--- config.mk ---
export PLATFORM = sky130hd
export DESIGN_NAME = sdram_request_frontend
export DESIGN_NICKNAME = d
export VERILOG_FILES = /design/src/rtl/sdram_frontend_pkg.sv /design/src/rtl/sdram_req_fifo.sv /design/src/rtl/sdram_request_frontend.sv
export SDC_FILE = /design/constraint.sdc
export NUM_CORES = 1
export LEC_CHECK = 0
export BUFFER_PORTS_ARGS = -buffer_cell sky130_fd_sc_hd__buf_4
export CAP_MARGIN = 0
export CORE_ASPECT_RATIO = 0.7
export CORE_MARGIN = 1.5
export CORE_UTILIZATION = 55
export DETAILED_ROUTE_END_ITERATION = 12
export GPL_ROUTABILITY_DRIVEN = 1
export GPL_TIMING_DRIVEN = 0
export PLACE_DENSITY = 0.75
export SETUP_SLACK_MARGIN = 0.1
export SYNTH_ARGS = -nofsm -noshare
export SYNTH_HDL_FRONTEND = slang
export SYNTH_SLANG_ARGS = --single-unit
--- constraint.sdc ---
create_clock -name clock -period 5.5 [get_ports clock]
set_input_delay 0.55 -clock clock [delete_from_list [all_inputs] [get_ports clock]]
set_output_delay 0.55 -clock clock [all_outputs]
set_load 0.05 [all_outputs]
--- src/rtl/sdram_frontend_pkg.sv ---
// -----------------------------------------------------------------------------
// sdram_frontend_pkg
// Shared types and field widths for the SDRAM request front end:
//   - cmd_op_t   : command opcode presented to sdram_controller
//   - host_req_t : one buffered host request {write, addr, wdata, be}
//   - cmd_t      : the registered command channel payload
// The linear host address is {bank, row, col}; host_to_cmd() splits it.
// -----------------------------------------------------------------------------
package sdram_frontend_pkg;

  localparam int BANK_W = 2;
  localparam int ROW_W  = 13;
  localparam int COL_W  = 9;
  localparam int DATA_W = 32;
  localparam int BE_W   = 4;
  localparam int ADDR_W = BANK_W + ROW_W + COL_W;

  typedef enum logic [1:0] {
    CMD_NOP     = 2'd0,
    CMD_READ    = 2'd1,
    CMD_WRITE   = 2'd2,
    CMD_REFRESH = 2'd3
  } cmd_op_t;

  typedef struct packed {
    logic              write;
    logic [ADDR_W-1:0] addr;
    logic [DATA_W-1:0] wdata;
    logic [BE_W-1:0]   be;
  } host_req_t;

  typedef struct packed {
    cmd_op_t           op;
    logic [BANK_W-1:0] bank;
    logic [ROW_W-1:0]  row;
    logic [COL_W-1:0]  col;
    logic [DATA_W-1:0] wdata;
    logic [BE_W-1:0]   dqm;
  } cmd_t;

  localparam cmd_t CMD_IDLE = '0;

  // Refresh carries no address or data; all byte lanes masked.
  localparam cmd_t CMD_REFRESH_WORD = '{
    op:    CMD_REFRESH,
    bank:  '0,
    row:   '0,
    col:   '0,
    wdata: '0,
    dqm:   '1
  };

  // Host request -> controller command. DQM is the inverse of the byte enables.
  function automatic cmd_t host_to_cmd(input host_req_t req);
    cmd_t c;
    c.op                 = req.write ? CMD_WRITE : CMD_READ;
    {c.bank, c.row, c.col} = req.addr;
    c.wdata              = req.wdata;
    c.dqm                = ~req.be;
    return c;
  endfunction

endpackage

--- src/rtl/sdram_req_fifo.sv ---
// -----------------------------------------------------------------------------
// sdram_req_fifo
// Small synchronous FIFO holding host_req_t entries in strict arrival order.
// Full/empty come from (log2(DEPTH)+1)-bit pointers; the extra MSB tells a
// full buffer from an empty one when the index bits match.
// Ports:
//   clock, reset   : clock, asynchronous active-high reset (pointers only)
//   push_i         : write push_data_i (ignored when full)
//   push_data_i    : entry to store
//   pop_i          : discard head entry (ignored when empty)
//   pop_data_o     : current head entry (valid when !empty_o)
//   full_o/empty_o : occupancy flags, derived from registered pointers only
// -----------------------------------------------------------------------------
module sdram_req_fifo
  import sdram_frontend_pkg::*;
#(
  parameter int DEPTH = 4
) (
  input  logic      clock,
  input  logic      reset,
  input  logic      push_i,
  input  host_req_t push_data_i,
  input  logic      pop_i,
  output host_req_t pop_data_o,
  output logic      full_o,
  output logic      empty_o
);

  localparam int PTR_W = (DEPTH > 1) ? $clog2(DEPTH) : 1;

  logic [PTR_W:0] wr_ptr_q, wr_ptr_d;
  logic [PTR_W:0] rd_ptr_q, rd_ptr_d;
  host_req_t      mem_q [DEPTH];
  logic           do_push, do_pop;

  assign full_o  = (wr_ptr_q[PTR_W] != rd_ptr_q[PTR_W]) &&
                   (wr_ptr_q[PTR_W-1:0] == rd_ptr_q[PTR_W-1:0]);
  assign empty_o = (wr_ptr_q == rd_ptr_q);

  assign do_push = push_i && !full_o;
  assign do_pop  = pop_i && !empty_o;

  assign wr_ptr_d = do_push ? wr_ptr_q + (PTR_W+1)'(1) : wr_ptr_q;
  assign rd_ptr_d = do_pop  ? rd_ptr_q + (PTR_W+1)'(1) : rd_ptr_q;

  // NOTE: state registers use non-blocking assignments so every flop samples
  // the pre-edge value of its neighbours, independent of block ordering.
  always_ff @(posedge clock or posedge reset) begin
    if (reset) begin
      wr_ptr_q <= '0;
      rd_ptr_q <= '0;
    end else begin
      wr_ptr_q <= wr_ptr_d;
      rd_ptr_q <= rd_ptr_d;
    end
  end

  // NOTE: storage is deliberately not reset; the pointers alone define which
  // entries are meaningful, so clearing the array would only add reset fan-out.
  always_ff @(posedge clock) begin
    if (do_push) begin
      mem_q[wr_ptr_q[PTR_W-1:0]] <= push_data_i;
    end
  end

  assign pop_data_o = mem_q[rd_ptr_q[PTR_W-1:0]];

endmodule

--- src/rtl/sdram_request_frontend.sv ---
// -----------------------------------------------------------------------------
// sdram_request_frontend
// Host-side front end for sdram_controller. Buffers host read/write requests
// in sdram_req_fifo, generates periodic auto-refresh demands, and arbitrates
// both onto one registered valid/ready command channel.
//
// Optional feature: define SDRAM_FRONTEND_STATS_EN to add stat_reads,
// stat_writes and stat_refreshes (32-bit wrapping handshake counters).
//
// Ports:
//   clock, reset          : clock, asynchronous active-high reset
//   init_done             : controller initialisation complete (level)
//   host_req_*            : host request channel (valid/ready), addr is
//                           {bank[1:0], row[12:0], col[8:0]}
//   cmd_valid/cmd_ready   : command channel handshake
//   cmd_op/bank/row/col   : opcode (NOP/READ/WRITE/REFRESH) and address fields
//   cmd_wdata/cmd_dqm     : write data and DQM mask (~byte enables)
//   refresh_overflow      : sticky, a refresh demand was dropped at saturation
// -----------------------------------------------------------------------------
module sdram_request_frontend
  import sdram_frontend_pkg::*;
#(
  parameter int clock_frequency     = 100_000_000,
  parameter int refresh_interval_ns = 7_812,
  parameter int fifo_depth          = 4,
  parameter int max_pending_refresh = 8,
  parameter int refresh_urgent      = 4
) (
  input  logic               clock,
  input  logic               reset,
  input  logic               init_done,
  input  logic               host_req_valid,
  output logic               host_req_ready,
  input  logic               host_req_write,
  input  logic [ADDR_W-1:0]  host_req_addr,
  input  logic [DATA_W-1:0]  host_req_wdata,
  input  logic [BE_W-1:0]    host_req_be,
  output logic               cmd_valid,
  input  logic               cmd_ready,
  output logic [1:0]         cmd_op,
  output logic [BANK_W-1:0]  cmd_bank,
  output logic [ROW_W-1:0]   cmd_row,
  output logic [COL_W-1:0]   cmd_col,
  output logic [DATA_W-1:0]  cmd_wdata,
  output logic [BE_W-1:0]    cmd_dqm,
  output logic               refresh_overflow
`ifdef SDRAM_FRONTEND_STATS_EN
  ,
  output logic [31:0]        stat_reads,
  output logic [31:0]        stat_writes,
  output logic [31:0]        stat_refreshes
`endif
);

  localparam int CLOCK_PERIOD_NS = 1_000_000_000 / clock_frequency;
  localparam int INTERVAL_CYCLES = refresh_interval_ns / CLOCK_PERIOD_NS;
  localparam int TIMER_W = (INTERVAL_CYCLES > 1) ? $clog2(INTERVAL_CYCLES) : 1;
  localparam int PEND_W  = $clog2(max_pending_refresh + 1);

  localparam logic [TIMER_W-1:0] TIMER_LAST = TIMER_W'(INTERVAL_CYCLES - 1);
  localparam logic [PEND_W-1:0]  PEND_MAX   = PEND_W'(max_pending_refresh);
  localparam logic [PEND_W-1:0]  PEND_URG   = PEND_W'(refresh_urgent);

  typedef enum logic {
    ST_WAIT_INIT = 1'b0,
    ST_RUN       = 1'b1
  } state_t;

  state_t             state_q, state_d;
  logic [TIMER_W-1:0] timer_q, timer_d;
  logic [PEND_W-1:0]  pend_q, pend_d;
  logic               ovf_q, ovf_d;
  cmd_t               cmd_q, cmd_d;
  logic               cmd_valid_q, cmd_valid_d;

  logic               running, tick, cmd_hs, refresh_hs, held_refresh, load;
  logic [PEND_W-1:0]  pend_free;
  host_req_t          push_req, fifo_head;
  logic               fifo_push, fifo_pop, fifo_full, fifo_empty;

  assign running        = (state_q == ST_RUN);
  assign host_req_ready = running && !fifo_full;
  assign fifo_push      = host_req_valid && host_req_ready;
  assign push_req       = '{write: host_req_write, addr: host_req_addr,
                            wdata: host_req_wdata, be: host_req_be};

  sdram_req_fifo #(
    .DEPTH (fifo_depth)
  ) u_fifo (
    .clock       (clock),
    .reset       (reset),
    .push_i      (fifo_push),
    .push_data_i (push_req),
    .pop_i       (fifo_pop),
    .pop_data_o  (fifo_head),
    .full_o      (fifo_full),
    .empty_o     (fifo_empty)
  );

  assign cmd_hs       = cmd_valid_q && cmd_ready;
  assign refresh_hs   = cmd_hs && (cmd_q.op == CMD_REFRESH);
  assign held_refresh = cmd_valid_q && (cmd_q.op == CMD_REFRESH);
  // Demands not yet represented on the interface; a held REFRESH is already
  // spoken for, so counting it again would issue one refresh too many.
  assign pend_free    = pend_q - {{(PEND_W-1){1'b0}}, held_refresh};
  assign load         = running && (!cmd_valid_q || cmd_ready);

  // NOTE: every variable written here gets a default first, so no path can
  // leave one unassigned and infer a latch.
  always_comb begin
    state_d     = state_q;
    timer_d     = '0;
    tick        = 1'b0;
    pend_d      = pend_q;
    ovf_d       = ovf_q;
    cmd_d       = cmd_q;
    cmd_valid_d = cmd_valid_q;
    fifo_pop    = 1'b0;

    if (state_q == ST_WAIT_INIT && init_done) begin
      state_d = ST_RUN;
    end

    if (running) begin
      tick    = (timer_q == TIMER_LAST);
      timer_d = tick ? '0 : timer_q + TIMER_W'(1);
    end

    // A tick and a completed refresh in the same cycle cancel out.
    if (tick && !refresh_hs) begin
      if (pend_q == PEND_MAX) begin
        ovf_d = 1'b1;
      end else begin
        pend_d = pend_q + PEND_W'(1);
      end
    end else if (!tick && refresh_hs) begin
      pend_d = pend_q - PEND_W'(1);
    end

    if (load) begin
      if ((pend_free >= PEND_URG) || ((pend_free != '0) && fifo_empty)) begin
        cmd_d       = CMD_REFRESH_WORD;
        cmd_valid_d = 1'b1;
      end else if (!fifo_empty) begin
        cmd_d       = host_to_cmd(fifo_head);
        cmd_valid_d = 1'b1;
        fifo_pop    = 1'b1;
      end else begin
        cmd_d       = CMD_IDLE;
        cmd_valid_d = 1'b0;
      end
    end
  end

  always_ff @(posedge clock or posedge reset) begin
    if (reset) begin
      state_q     <= ST_WAIT_INIT;
      timer_q     <= '0;
      pend_q      <= '0;
      ovf_q       <= 1'b0;
      cmd_q       <= CMD_IDLE;
      cmd_valid_q <= 1'b0;
    end else begin
      state_q     <= state_d;
      timer_q     <= timer_d;
      pend_q      <= pend_d;
      ovf_q       <= ovf_d;
      cmd_q       <= cmd_d;
      cmd_valid_q <= cmd_valid_d;
    end
  end

  assign cmd_valid        = cmd_valid_q;
  assign cmd_op           = cmd_q.op;
  assign cmd_bank         = cmd_q.bank;
  assign cmd_row          = cmd_q.row;
  assign cmd_col          = cmd_q.col;
  assign cmd_wdata        = cmd_q.wdata;
  assign cmd_dqm          = cmd_q.dqm;
  assign refresh_overflow = ovf_q;

`ifdef SDRAM_FRONTEND_STATS_EN
  logic [31:0] stat_reads_q, stat_writes_q, stat_refreshes_q;

  always_ff @(posedge clock or posedge reset) begin
    if (reset) begin
      stat_reads_q     <= '0;
      stat_writes_q    <= '0;
      stat_refreshes_q <= '0;
    end else if (cmd_hs) begin
      case (cmd_q.op)
        CMD_READ:    stat_reads_q     <= stat_reads_q + 32'd1;
        CMD_WRITE:   stat_writes_q    <= stat_writes_q + 32'd1;
        CMD_REFRESH: stat_refreshes_q <= stat_refreshes_q + 32'd1;
        default:     ;
      endcase
    end
  end

  assign stat_reads     = stat_reads_q;
  assign stat_writes    = stat_writes_q;
  assign stat_refreshes = stat_refreshes_q;
`endif

endmodule

* Yosys cells after proc, flatten, opt, wreduce, memory -nomap -nowiden
Memory sizes are Yosys's and may differ from the RTL's.
Index checks and enable logic that the tools add are counted.
** Word-level totals
- Register bits :: 85
- Memory bits (writable) :: 244
- Output and inout bits :: 65
- Word-level logic and storage cells :: 69
- Memories :: 1
** Cells by class
- Add/subtract/negate cells :: 6
- Magnitude comparators :: 1
- Eq/ne operators :: 7
- Muxes and demuxes :: 15
- Bitwise gates (word level) :: 2
- Reduce and logical (&&, ||, !) cells :: 24
** Memories
- u_fifo.mem_q :: depth 4, width 61, read ports 1, clocked after memory_dff 0, write ports 1, RTL line sdram_req_fifo.sv:33 : host_req_t mem_q [DEPTH];
** Operators with widths (number)
- 62-bit two-way mux :: 2
- 10-bit two-way mux :: 2
- 1-bit logical AND :: 13
- 4-bit two-way mux :: 3
- 10-bit by 1-bit adder with 10-bit output (second input constant) :: 1
- 10-bit == test (second input constant) :: 1
- 1-bit two-way mux :: 7
- 3-bit by 1-bit adder with 3-bit output (second input constant) :: 2
- 1-bit zero test :: 5
- 4-bit by 1-bit adder with 4-bit output (second input constant) :: 1
- 4-bit == test (second input constant) :: 1
- 4-bit by 3-bit >= comparator with 1-bit output (second input constant) :: 1
- 4-bit inverter :: 1
- 2-bit AND reduction :: 2
- 4-bit nonzero test :: 1
- 4-bit by 1-bit subtractor with 4-bit output :: 1
- 4-bit by 1-bit subtractor with 4-bit output (second input constant) :: 1
- 3-bit == test :: 1
- 2-bit == test :: 1
- 2-bit == test (second input constant) :: 1
- 1-bit logical OR :: 2
- 2-bit two-way mux :: 1
- 2-bit != test (second input constant) :: 1
- 2-bit nonzero test :: 1
- 2 further kinds :: 2

* Depth between registers and ports, before layout
Gate-level depths: netlist of run 1.
- Depth after elaboration :: 9
- Mapped depth :: 11

* By module
From an unflattened synthesis of run 1, not the netlist that was laid out.
** Unflattened totals
- Cells, all modules :: 614
- Area total of the unflattened synthesis :: 12495.7 sq um
** By module, submodules not included
- sdram_req_fifo :: instances 1, cells an instance 368, area each 9312.7 sq um
- sdram_request_frontend :: instances 1, cells an instance 246, area each 3183.1 sq um

* Worst setup path after synthesis of run 1
No wires, ideal clock.
- Path kind :: flip-flop to flip-flop
- From :: register u_fifo.rd_ptr_q[0]
- To :: memory u_fifo.mem_q[3][0] (netlist name) (enable)
- Library setup time :: 0.427 ns
- Arrival time :: 3.391 ns
- Data required time :: 5.073 ns
- Setup slack :: 1.682 ns
- Stages on the path, launching flop included :: 5
- Buffers on the path :: 1
- Clock period less this slack :: 3.818 ns
- Cells stage by stage :: dfrtp_1 -> buf_2 -> xnor2_1 -> a31oi_1 -> and3_1
** Between the ends
- Cells in the longest elaborated chain, start to end :: 8
** RTL lines
- start, declared :: RTL line sdram_req_fifo.sv:32 : logic [PTR_W:0] rd_ptr_q, rd_ptr_d;
- start signal, assigned :: RTL line sdram_req_fifo.sv:54 : rd_ptr_q <= rd_ptr_d;
- 2-bit == test :: RTL line sdram_req_fifo.sv:37 : (wr_ptr_q[PTR_W-1:0] == rd_ptr_q[PTR_W-1:0]);
- 1-bit logical AND :: RTL line sdram_req_fifo.sv:36 : assign full_o = (wr_ptr_q[PTR_W] != rd_ptr_q[PTR_W]) &&
- 1-bit zero test :: RTL line sdram_request_frontend.sv:82 : assign host_req_ready = running && !fifo_full;
- 1-bit logical AND :: RTL line sdram_request_frontend.sv:82
- net host_req_ready :: RTL line sdram_request_frontend.sv:33 : output logic host_req_ready,
- 1-bit logical AND :: RTL line sdram_request_frontend.sv:83 : assign fifo_push = host_req_valid && host_req_ready;
- 1-bit logical AND :: RTL line sdram_req_fifo.sv:40 : assign do_push = push_i && !full_o;
- 1-bit two-way mux :: RTL line sdram_req_fifo.sv:61 : if (do_push) begin
- 1-bit two-way mux (not written as such) :: RTL line sdram_req_fifo.sv:62 : mem_q[wr_ptr_q[PTR_W-1:0]] <= push_data_i;
- end, declared :: RTL line sdram_req_fifo.sv:33
The timed path passes the listed nets, and every way through them passes these cells.

* Worst setup path after layout of run 1
- From :: register u_fifo.rd_ptr_q[1]
- To :: output port host_req_ready
** Between the ends
- Cells in the longest elaborated chain, start to end :: 4
** RTL lines (RTL line)
- 2-bit == test :: sdram_req_fifo.sv:37
- 1-bit logical AND :: sdram_req_fifo.sv:36
- 1-bit zero test :: sdram_request_frontend.sv:82
- 1-bit logical AND :: sdram_request_frontend.sv:82
- end, declared :: sdram_request_frontend.sv:33
No other way between the ends.

==> summary.md, run 1 <==
| Metric | Value |
|---|---|
| GPL Wtd Cong | 0.7831 |
| Pleak | 5.677 nW |
| Crit-path max FO | 9 |
| Clock Pin Slew Worst Setup and Hold Paths | 0.06 ns |
| Vias per std cell | 5.741 |
| Mapped Area | 12,330 sq um |
| Yosys cell types | 40 |
| Max Fclk | 373.2 MHz |
| Top delay family on crit path | buffers and inverters |
| Cts bufs inserted | 31 |
| FF-to-FF Start | cmd_valid |
| Critical path buffers and inverters | 2 |
| Area Growth Syn to Fin | 21.17% |
| Most frequent cells in the layout | 244 x edfxtp_1, 131 x buf_4, 85 x dfrtp_1 |
| Setup TNS | 0 ns |
| Number of synthesized register bits | 329 |
| Post-synth EDFFs | 244 |
| Worst hold endpoint | running |
| Dpl hpwl | 14.32 mm |
| Worst hold path class | in -> reg |
| CP Data Arrival Time | 2.13 ns |
| Hold Crit Start | init_done |
| Worst-Skew Late Latency | 0.55 ns |
| Slew HR | 0.2723 |
| Vias | 6,166 |
| Crit path cell chain | clkbuf_2 -> xnor2_1 -> a31oi_1 -> buf_4 |
| Core ar. | 21,850 sq um |
| Post-synth ARST share | 0.2584 |
| 1st-pass router iterations | 5 |
| Final setup violation count | 0 |
| Max-slew violations | 0 |
| Drt initial violations | 496 |
| Worst Setup End Kind | output pin |
| Vias in the first global route | 6,576 |
| Gate count of the mapped netlist | 598 |
| Syn Nets | 676 |
| Commonest non-fill, non-tap cell in the layout | edfxtp_1 |
| IO buf count | 130 |
| Clk_skew | 0.01313 ns |
| Part of the Yosys area used for sequential elements | 0.7669 |
| Std cell rows | 45 |
| Syn avg cell area | 20.62 sq um |
| Share of post-route cells with drive strength above 1 | 0.3460 |
| Antenna cell count | 0 |
| Status | complete, no violations |
| Vertical die dimension | 128.3 um |
| Total die area | 23,340 sq um |
| Final WL | 23.43 mm |
| Initial Util | 0.5643 |
| Residual DRC | 0 |
| Crit path launch type | flop |
| Flop-to-flop setup slack | 2.85 ns |
| Hold path depth | 2 |
| Count of final hold-check violations | 0 |
| Power per cell area | 622.0 nW/um^2 |
| Die X-Extent | 181.9 um |
| Yosys warns | 0 |
| Number of antenna violations at the first check in global routing | 0 |
| Worst R2R Path Depth | 10 |
| I/O pin cnt | 131 |
| Max incr delay on CP | 0.44 ns |
| CTS Sinks | 329 |
| Final Instance Area | 14,940 sq um |
| Worst VDD drop | 0.4261 mV |
| Main synth FF type | edfxtp_1 |
| CTS tree | built |
| Final min period | 2.680 ns |
| NumNets Final | 845 |
| Average wire per standard cell | 21.82 um |
| CTS resizes | 0 |
| GR Overflow Total | 0 |
| Reg2reg end | u_fifo.rd_ptr_q[1] |
| Routed Antenna Nets | 0 |
| Largest net degree at the start of global routing | 59 |
| Setup Buffers After CTS | 0 |
| GRT Total Usage | 0.2080 |
| Placed Area | 13,820 sq um |
| CP required | 4.95 ns |
| Final period util | 0.4872 |
| First-pass GRT wire length | 36.56 mm |
| Post-CTS Hold Buffers | 1 |
| Unrepaired setup endpoints after global routing | no |
| MaxCap Viol Count | 0 |
| Root Buffer Master | clkbuf_16 |
| Slowest CP cell | a31oi_1 |
| WS Path Type | reg -> out |
| H-tree levels | 1 |
| Least-Margin Pin Slew | 1.084 ns |
| Longest Clk Path Bufs | 3 |
[area by class of cell]
class | instances | area, sq um
clock inverter | 19 | 255.2
timing repair buffer | 136 | 1124
tap | 282 | 352.8
inverter | 10 | 40.04
fill | 1414 | 6908
clock buffer | 39 | 855.8
multi-input combinational | 231 | 2718
buffer | 28 | 138.9
sequential | 329 | 9454
[state kept, by name, summed over array words and instances (netlist names)]
name,cells
running,1
refresh_overflow,1
timer_q,10
cmd_wdata,32
u_fifo.wr_ptr_q,3
cmd_op,2
cmd_bank,2
pend_q,4
u_fifo.rd_ptr_q,3
cmd_row,13
cmd_valid,1
cmd_col,9
u_fifo.mem_q,244
cmd_dqm,4
[routing by layer]
metal  up-vias  share of wire  global-route usage
met1      3195           0.42              0.2855
met5         -              0                   0
met2       182           0.48              0.3428
met4         0          0.017             0.04375
li1       2764              -                   -
met3        25          0.079             0.05455
[per-stage QoR]
stage          worst slack, ns  std cells  power [W]  hold WS [ns]  utilization
5_1_grt                  2.671       1074   0.009722        0.1682       0.6838
3_3_place_gp             1.242       1010   0.006975        0.4755       0.6251
3_5_place_dp             2.883       1015   0.007100        0.4795       0.6325
4_1_cts                  2.796       1074   0.009387        0.1749       0.6838
6_report                 2.820       1074   0.009292        0.1936       0.6838
2_1_floorplan            1.682        598   0.006058        0.4604            -
[cells by family after synthesis]
logic type	share of synthesized area
AO/OA/AOI/OAI	0.05064
XOR/XNOR	0.01279
adder cells (fa/ha/maj)	0.01279
buffers and inverters	0.01431
flip-flops	0.7669
multiplexers	0.1169
AND/OR/NAND/NOR	0.02568
[report_power, final]
| group | leakage, nW | switching, W | internal, W |
|---|---|---|---|
| registers | 3.33 | 0.000318 | 0.00343 |
| logic | 1.80 | 0.00200 | 0.00126 |
| clock network | 0.548 | 0.000895 | 0.00138 |
| total | 5.68 | 0.00322 | 0.00607 |
[cell usage after synthesis, types with 2 or more instances]
library cell  instances  area, sq um
nand3_1               9        45.04
nand2_1               8        30.03
xor2_1               13        113.9
buf_2                11        55.05
nand2b_1              4        25.02
buf_6                 2        22.52
nor3b_1               5        37.54
dfrtp_1              85         2127
clkbuf_1             13        48.80
a22o_1               56        490.5
a21o_1                2        15.01
xnor2_1               5        43.79
o32a_1                2        20.02
o31ai_1               2        15.01
o21ai_0               6        30.03
and3_1                8        50.05
a21oi_1               5        25.02
ha_1                 11        137.6
nor3_1                2        10.01
inv_1                 9        33.78
nand4_1               2        12.51
nor2_1               15        56.30
mux4_2               61         1374
mux2_1                3        33.78
edfxtp_1            244         7327
[worst max path at each step]
stage | startpoint | to | slack, ns | cells past startpoint
after floorplan | u_fifo.rd_ptr_q[0] | u_fifo.mem_q[3][0] | 1.68 | 4
after detailed placement | cmd_valid | u_fifo.rd_ptr_q[1] | 2.88 | 10
after global routing | timer_q[0] | pend_q[3] | 2.67 | 11
final | u_fifo.rd_ptr_q[1] | host_req_ready | 2.82 | 4
after global placement | u_fifo.rd_ptr_q[1] | u_fifo.mem_q[3][29] | 1.24 | 4
after CTS | u_fifo.rd_ptr_q[0] | host_req_ready | 2.80 | 4
Note: power is estimated with default switching activity, not from simulation.
==> run 2: changes to the inputs <==
- clock period: 5.5 -> 2.7 ns (I/O delays scaled with it)
==> run 2 against run 1 <==
Sequential cell count unchanged. Register-to-register slack lost 2.7 ns. Routed wire length increased by 7.2%. Cell area rose by 4.1%. Worst setup slack got worse by 2.6 ns. Combinational power grew 110%. Critical endpoint is now u_fifo.mem_q[2][59]. Highest routed layer unchanged. Cell count increased by 6.2%. Critical path depth up 1. Total power rose by 100%.
==> summary.md, run 2 (synthesized netlist as in run 1, its figures left out) <==
| Metric | Value |
|---|---|
| Status | complete, no violations |
| H-tree levels | 1 |
| Crit path from | u_fifo.rd_ptr_q[1] |
| Worst hold slack | 0.07930 ns |
| Fill cell count | 1,332 |
| Average wire per standard cell | 22.02 um |
| WS Path Type | reg -> reg |
| Worst R2R Path Depth | 5 |
| Clk_skew | 0.01692 ns |
| NumNets Final | 912 |
| MaxCap Viol Count | 0 |
| Reg2reg end | u_fifo.mem_q[2][59] |
| Routed Antenna Nets | 0 |
| Max Fclk | 398.6 MHz |
| Max-slew violations | 0 |
| Critical Path End | u_fifo.mem_q[2][59] |
| Most Used Layer, Global Route | met2 |
| CP required | 2.94 ns |
| First-pass GRT wire length | 37.96 mm |
| Core ar. | 21,850 sq um |
| Dpl hpwl | 14.79 mm |
| Slew HR | 0.2473 |
| Max incr delay on CP | 0.61 ns |
| CP Data Arrival Time | 2.75 ns |
| Hold Crit Start | host_req_valid |
| Unrepaired setup endpoints after global routing | yes |
| 1st-pass router iterations | 4 |
| Root Buffer Master | clkbuf_16 |
| CTS tree | built |
| GPL Wtd Cong | 0.8195 |
| Pleak | 5.930 nW |
| Vias in the first global route | 6,933 |
| Cts bufs inserted | 30 |
| Least-Margin Pin Slew | 1.122 ns |
| Clock Pin Slew Worst Setup and Hold Paths | 0.06 ns |
| Worst Setup End Kind | flop |
| Final period util | 0.9292 |
| FF-to-FF Start | u_fifo.rd_ptr_q[1] |
| Final setup violation count | 0 |
| GR Overflow Total | 0 |
| Most frequent cells in the layout | 244 x edfxtp_1, 136 x buf_4, 85 x dfrtp_1 |
| Residual DRC | 0 |
| Drt initial violations | 422 |
| Met2 usage in global routing | 0.3778 |
| IO buf count | 130 |
| Worst hold path class | in -> reg |
| Vias per std cell | 5.710 |
| Worst VDD drop | 0.9747 mV |
| M3 GR Usage | 0.04347 |
| Power per cell area | 1221 nW/um^2 |
| Worst-Skew Late Latency | 0.57 ns |
| Longest Clk Path Bufs | 3 |
| CTS Sinks | 329 |
| Initial Util | 0.5643 |
| Crit path cell chain | clkbuf_2 -> xnor2_1 -> a31oi_2 -> and3_4 -> buf_12 |
| Slowest CP cell | and3_4 |
| Vias | 6,515 |
| Met1 usage | 0.2901 |
| Final WL | 25.12 mm |
| Commonest non-fill, non-tap cell in the layout | edfxtp_1 |
| Largest net degree at the start of global routing | 63 |
| Total die area | 23,340 sq um |
| Placed Area | 13,770 sq um |
| Storage element area | 9454 sq um |
| GRT Total Usage | 0.2164 |
| Count of final hold-check violations | 0 |
| I/O pin cnt | 131 |
| Final min period | 2.509 ns |
| Share of post-route cells with drive strength above 1 | 0.3298 |
| Area Growth Syn to Fin | 26.11% |
| Multi-input combinational cell area | 2749 sq um |
| Flop-to-flop setup slack | 0.19 ns |
| Number of antenna violations at the first check in global routing | 1 |
| Vertical die dimension | 128.3 um |
| Die X-Extent | 181.9 um |
| Max reg flops | 244 |
| Crit-path max FO | 32 |
| Crit path launch type | flop |
| Std cell rows | 45 |
| Final Instance Area | 15,550 sq um |
-- run 2: stage by stage --
| step | setup slack (ns) | cells | TNS (ns) | total power (W) | utilization |
|---|---|---|---|---|---|
| after floorplan | -0.03248 | 598 | -5.943 | 0.01232 | - |
| after global placement | -1.152 | 1010 | -136.03 | 0.01415 | 0.6258 |
| after detailed placement | 0.1168 | 1014 | 0 | 0.01445 | 0.6305 |
| after CTS | 0.1073 | 1133 | 0 | 0.01902 | 0.7084 |
| after global routing | 0.06955 | 1141 | 0 | 0.01979 | 0.7117 |
| final | 0.1911 | 1141 | 0 | 0.01898 | 0.7117 |
-- run 2: cell type report --
cell class / instances / share of cell area
clock inverter: 20 / 0.01827
tap: 282 / 0.02269
inverter: 10 / 0.002575
timing repair buffer: 203 / 0.1119
buffer: 28 / 0.009174
multi-input combinational: 232 / 0.1768
clock buffer: 36 / 0.05038
sequential: 329 / 0.6081
antenna: 1 / 0.0001610
-- run 2: what timing repair did --
item                                    in CTS  in global routing
gates resized for setup                      1                  4
gates cloned                                 0                  1
endpoints found under the setup margin       1                 85
pin swaps                                    0                  3
setup buffers                                0                  6
endpoints found under the hold margin      287                  0
hold buffers                                63                  0
-- run 2: metal layers --
metal	share of wire	wire length [um]
met2	0.50	12500
met3	0.056	1401
met4	0.013	336
met1	0.43	10880
met5	0	0
-- run 2: where the power goes --
group          internal [W]  total [W]  switching (W)  leakage (nW)
Sequential          0.00699    0.00765       0.000664          3.33
Combinational       0.00264    0.00684        0.00421          2.07
Clock               0.00266    0.00449        0.00182         0.528
Total                0.0123     0.0190        0.00669          5.93
-- run 2: how the worst min path moves through the flow --
stage          cells past startpoint            endpoint  slack (ns)
2_1_floorplan                      0  u_fifo.mem_q[0][0]        0.37
3_3_place_gp                       2             running        0.47
3_5_place_dp                       2          timer_q[3]        0.41
4_1_cts                            3  u_fifo.wr_ptr_q[0]        0.05
5_1_grt                            3  u_fifo.wr_ptr_q[0]        0.08
6_report                           3  u_fifo.wr_ptr_q[0]        0.08
-- run 2: critical path, delay by kind of cell, from the launching register on --
family          cells  cell delay, ns
compound gates      1            0.41
buf+inv             2            0.55
simple gates        1            0.61
flops               1            0.38
xor+xnor            1            0.23
==> run 3: changes to the inputs <==
- ABC_AREA: not set -> 1
- CAP_MARGIN: 0 -> 20
==> run 3 against run 2 <==
Synthesized cell count rose by 61%. Die area increased by 3.2%. Clock skew is 0.0017 ns lower. Fmax grew 5.8%. Count of clock-buffer cells in the layout rose by 4. Global-route usage grew 3.3 points. Largest cell class unchanged. Largest power group unchanged.
==> summary.md, run 3 <==
| Metric | Value |
|---|---|
| Comb pwr share | 0.386 |
| Yosys top cell by area | edfxtp_1 |
| Met2 usage in global routing | 0.3939 |
| P_sw | 0.007246 W |
| Int Power | 0.01168 W |
| Crit path cell chain | inv_1 -> ha_1 -> nand3_1 -> nor2_2 -> nand3_1 -> ha_1 -> a21o_1 -> nor2_1 -> inv_1 -> nand2_1 -> nand3_1 -> nand2_1 -> nand2_1 |
| Tot Pwr | 0.01892 W |
| Sequential share of power | 0.387 |
| Status | complete, no violations |
| Flop-to-flop setup slack | 0.33 ns |
| Non-Filler Instances | 1,538 |
| Clock Pin Slew Worst Setup and Hold Paths | 0.06 ns |
| Commonest cells post-synth | 264 x nand2_1, 244 x edfxtp_1, 85 x dfrtp_1, 64 x a21oi_1, 58 x o21ai_1 |
| Most Used Layer, Global Route | met2 |
| Syn avg cell area | 13.19 sq um |
| Vias in the first global route | 8,358 |
| Crit-path max FO | 6 |
| Pleak | 6.223 nW |
| Final min period | 2.372 ns |
| Routed Antenna Nets | 0 |
| Final WL | 29.39 mm |
| GRT Total Usage | 0.2493 |
| Average wire per standard cell | 19.11 um |
| Max reg flops | 244 |
| Yosys cell types | 35 |
| Final Instance Area | 15,990 sq um |
| Gate count of the mapped netlist | 965 |
| Vertical die dimension | 130.3 um |
| Switching Share | 0.3829 |
| CTS tree | built |
| GR Overflow Total | 0 |
| Number of antenna violations at the first check in global routing | 0 |
| Number of synthesized register bits | 329 |
| Vias | 8,541 |
| Count of final hold-check violations | 0 |
| Area Growth Syn to Fin | 25.67% |
| 1st-pass router iterations | 6 |
| Root Buffer Master | clkbuf_16 |
| Power per cell area | 1183 nW/um^2 |
| MaxCap Viol Count | 0 |
| Most numerous cell in the Yosys netlist | nand2_1 |
| Crit path launch type | flop |
| Mapped Area | 12,730 sq um |
| Commonest non-fill, non-tap cell in the layout | nand2_1 |
| Top cells by area, synth | edfxtp_1 58%, dfrtp_1 17%, nand2_1 7.8% |
| Cts bufs inserted | 30 |
| H-tree levels | 1 |
| Std cell rows | 46 |
| Max-slew violations | 0 |
| Residual DRC | 0 |
| Least-Margin Pin Slew | 0.6177 ns |
| Slew HR | 0.5882 |
| Post-synth EDFFs | 244 |
| Placed Area | 14,340 sq um |
| Part of the Yosys area used for sequential elements | 0.7429 |
| Clk_skew | 0.01518 ns |
| Total die area | 24,070 sq um |
| Drt initial violations | 766 |
| CP required | 3.15 ns |
| Area share of the largest cell type after synthesis | 0.5758 |
| Post-synth ARST share | 0.2584 |
| Placed Instances | 1,416 |
| WS Path Type | reg -> reg |
| Initial Util | 0.5612 |
| NumNets Final | 1,279 |
| Worst hold path class | in -> reg |
| Core ar. | 22,680 sq um |
| IO buf count | 130 |
| Slowest CP cell | dfrtp_1 |
| Dpl hpwl | 18.63 mm |
| Yosys warns | 0 |
| Worst Setup End Kind | flop |
| Worst-Skew Late Latency | 0.56 ns |
| Clk pwr share | 0.227 |
| Final period util | 0.8785 |
| Main synth FF type | edfxtp_1 |
| Dpl ws | 0.1749 ns |
| Share of post-route cells with drive strength above 1 | 0.1886 |
| Final setup violation count | 0 |
| Fill cell count | 1,544 |
| Longest Clk Path Bufs | 3 |
| Die X-Extent | 184.8 um |
| CTS Sinks | 329 |
| Vias per std cell | 5.553 |
| Most frequent cells in the layout | 263 x nand2_1, 244 x edfxtp_1, 138 x buf_4 |
| Met1 usage | 0.3686 |
| Syn Nets | 1,043 |
| I/O pin cnt | 131 |
| Max Fclk | 421.6 MHz |
| Max incr delay on CP | 0.45 ns |
| Largest net degree at the start of global routing | 52 |
| CP Data Arrival Time | 2.82 ns |
| Worst VDD drop | 0.6713 mV |
| GPL Wtd Cong | 0.8064 |
| M3 GR Usage | 0.03572 |
| Unrepaired setup endpoints after global routing | no |
| First-pass GRT wire length | 45.46 mm |
| Final worst slack | 0.3282 ns |
-- run 3: cells by family after synthesis --
family                     Yosys count  synth area share
DFF                                329            0.7429
and+or+nand+nor                    321           0.09930
AOI/OAI and AO/OA                  205            0.1049
buffers and inverters               83           0.02900
xor gates and xnor gates            15           0.01150
adders and majority gates           12           0.01239
-- run 3: what timing repair did --
item / 4_1_cts / 5_1_grt
endpoints found under the setup margin: 0 / 49
hold buffers: 63 / 0
endpoints found under the hold margin: 279 / 0
setup buffers: 0 / 2
gates resized for setup: 0 / 1
-- run 3: layer usage --
layer / part of all wire / vias to the layer above
met2: 0.46 / 344
li1: - / 3942
met3: 0.069 / 45
met4: 0.020 / 0
met1: 0.45 / 4210
met5: 0 / -
-- run 3: path summary, 6_finish.rpt --
| check | cells past startpoint | to | startpoint |
|---|---|---|---|
| worst max-delay path | 13 | pend_q[3] | timer_q[0] |
| worst min-delay path | 3 | u_fifo.wr_ptr_q[2] | host_req_valid |
| worst max register to register | 13 | pend_q[3] | timer_q[0] |
| worst min register to register | 1 | refresh_overflow | refresh_overflow |
| max in group asynchronous | 4 | cmd_wdata[4] | reset |
| min in group asynchronous | 3 | cmd_row[7] | reset |
-- run 3: critical path: cells and delay by family, from the launching register on --
kind | cells | cell delay, ns
AOI/OAI and AO/OA | 1 | 0.17
adders and majority gates | 2 | 0.53
buffers and inverters | 2 | 0.15
DFF | 1 | 0.45
and+or+nand+nor | 8 | 0.96
-- run 3: cell type report --
| type | instances | area [sq um] | share of cell area |
|---|---|---|---|
| multi-input combinational | 553 | 2943 | 0.1840 |
| sequential | 329 | 9454 | 0.5911 |
| buffer | 53 | 256.5 | 0.01604 |
| clock buffer | 40 | 808.3 | 0.05054 |
| clock inverter | 16 | 195.2 | 0.01220 |
| timing repair buffer | 204 | 1824 | 0.1141 |
| inverter | 30 | 118.9 | 0.007432 |
| antenna | 1 | 2.502 | 0.0001565 |
| tap | 312 | 390.4 | 0.02441 |
-- run 3: power groups by stage --
stage          logic, W  registers (W)  clock network, W
2_1_floorplan   0.00383        0.00832                 0
3_3_place_gp    0.00684        0.00742                 0
3_5_place_dp    0.00717        0.00740                 0
4_1_cts         0.00730        0.00731           0.00435
5_1_grt         0.00793        0.00742           0.00454
6_report        0.00730        0.00732           0.00430
-- run 3: per-stage QoR --
| stage | util | TNS (ns) | hold WS, ns |
|---|---|---|---|
| floorplan | - | 0 | 0.3689 |
| global placement | 0.6233 | -201.76 | 0.4664 |
| detailed placement | 0.6323 | 0 | 0.3489 |
| CTS | 0.7044 | 0 | 0.03100 |
| global route | 0.7051 | 0 | 0.04658 |
| finish | 0.7053 | 0 | 0.04297 |
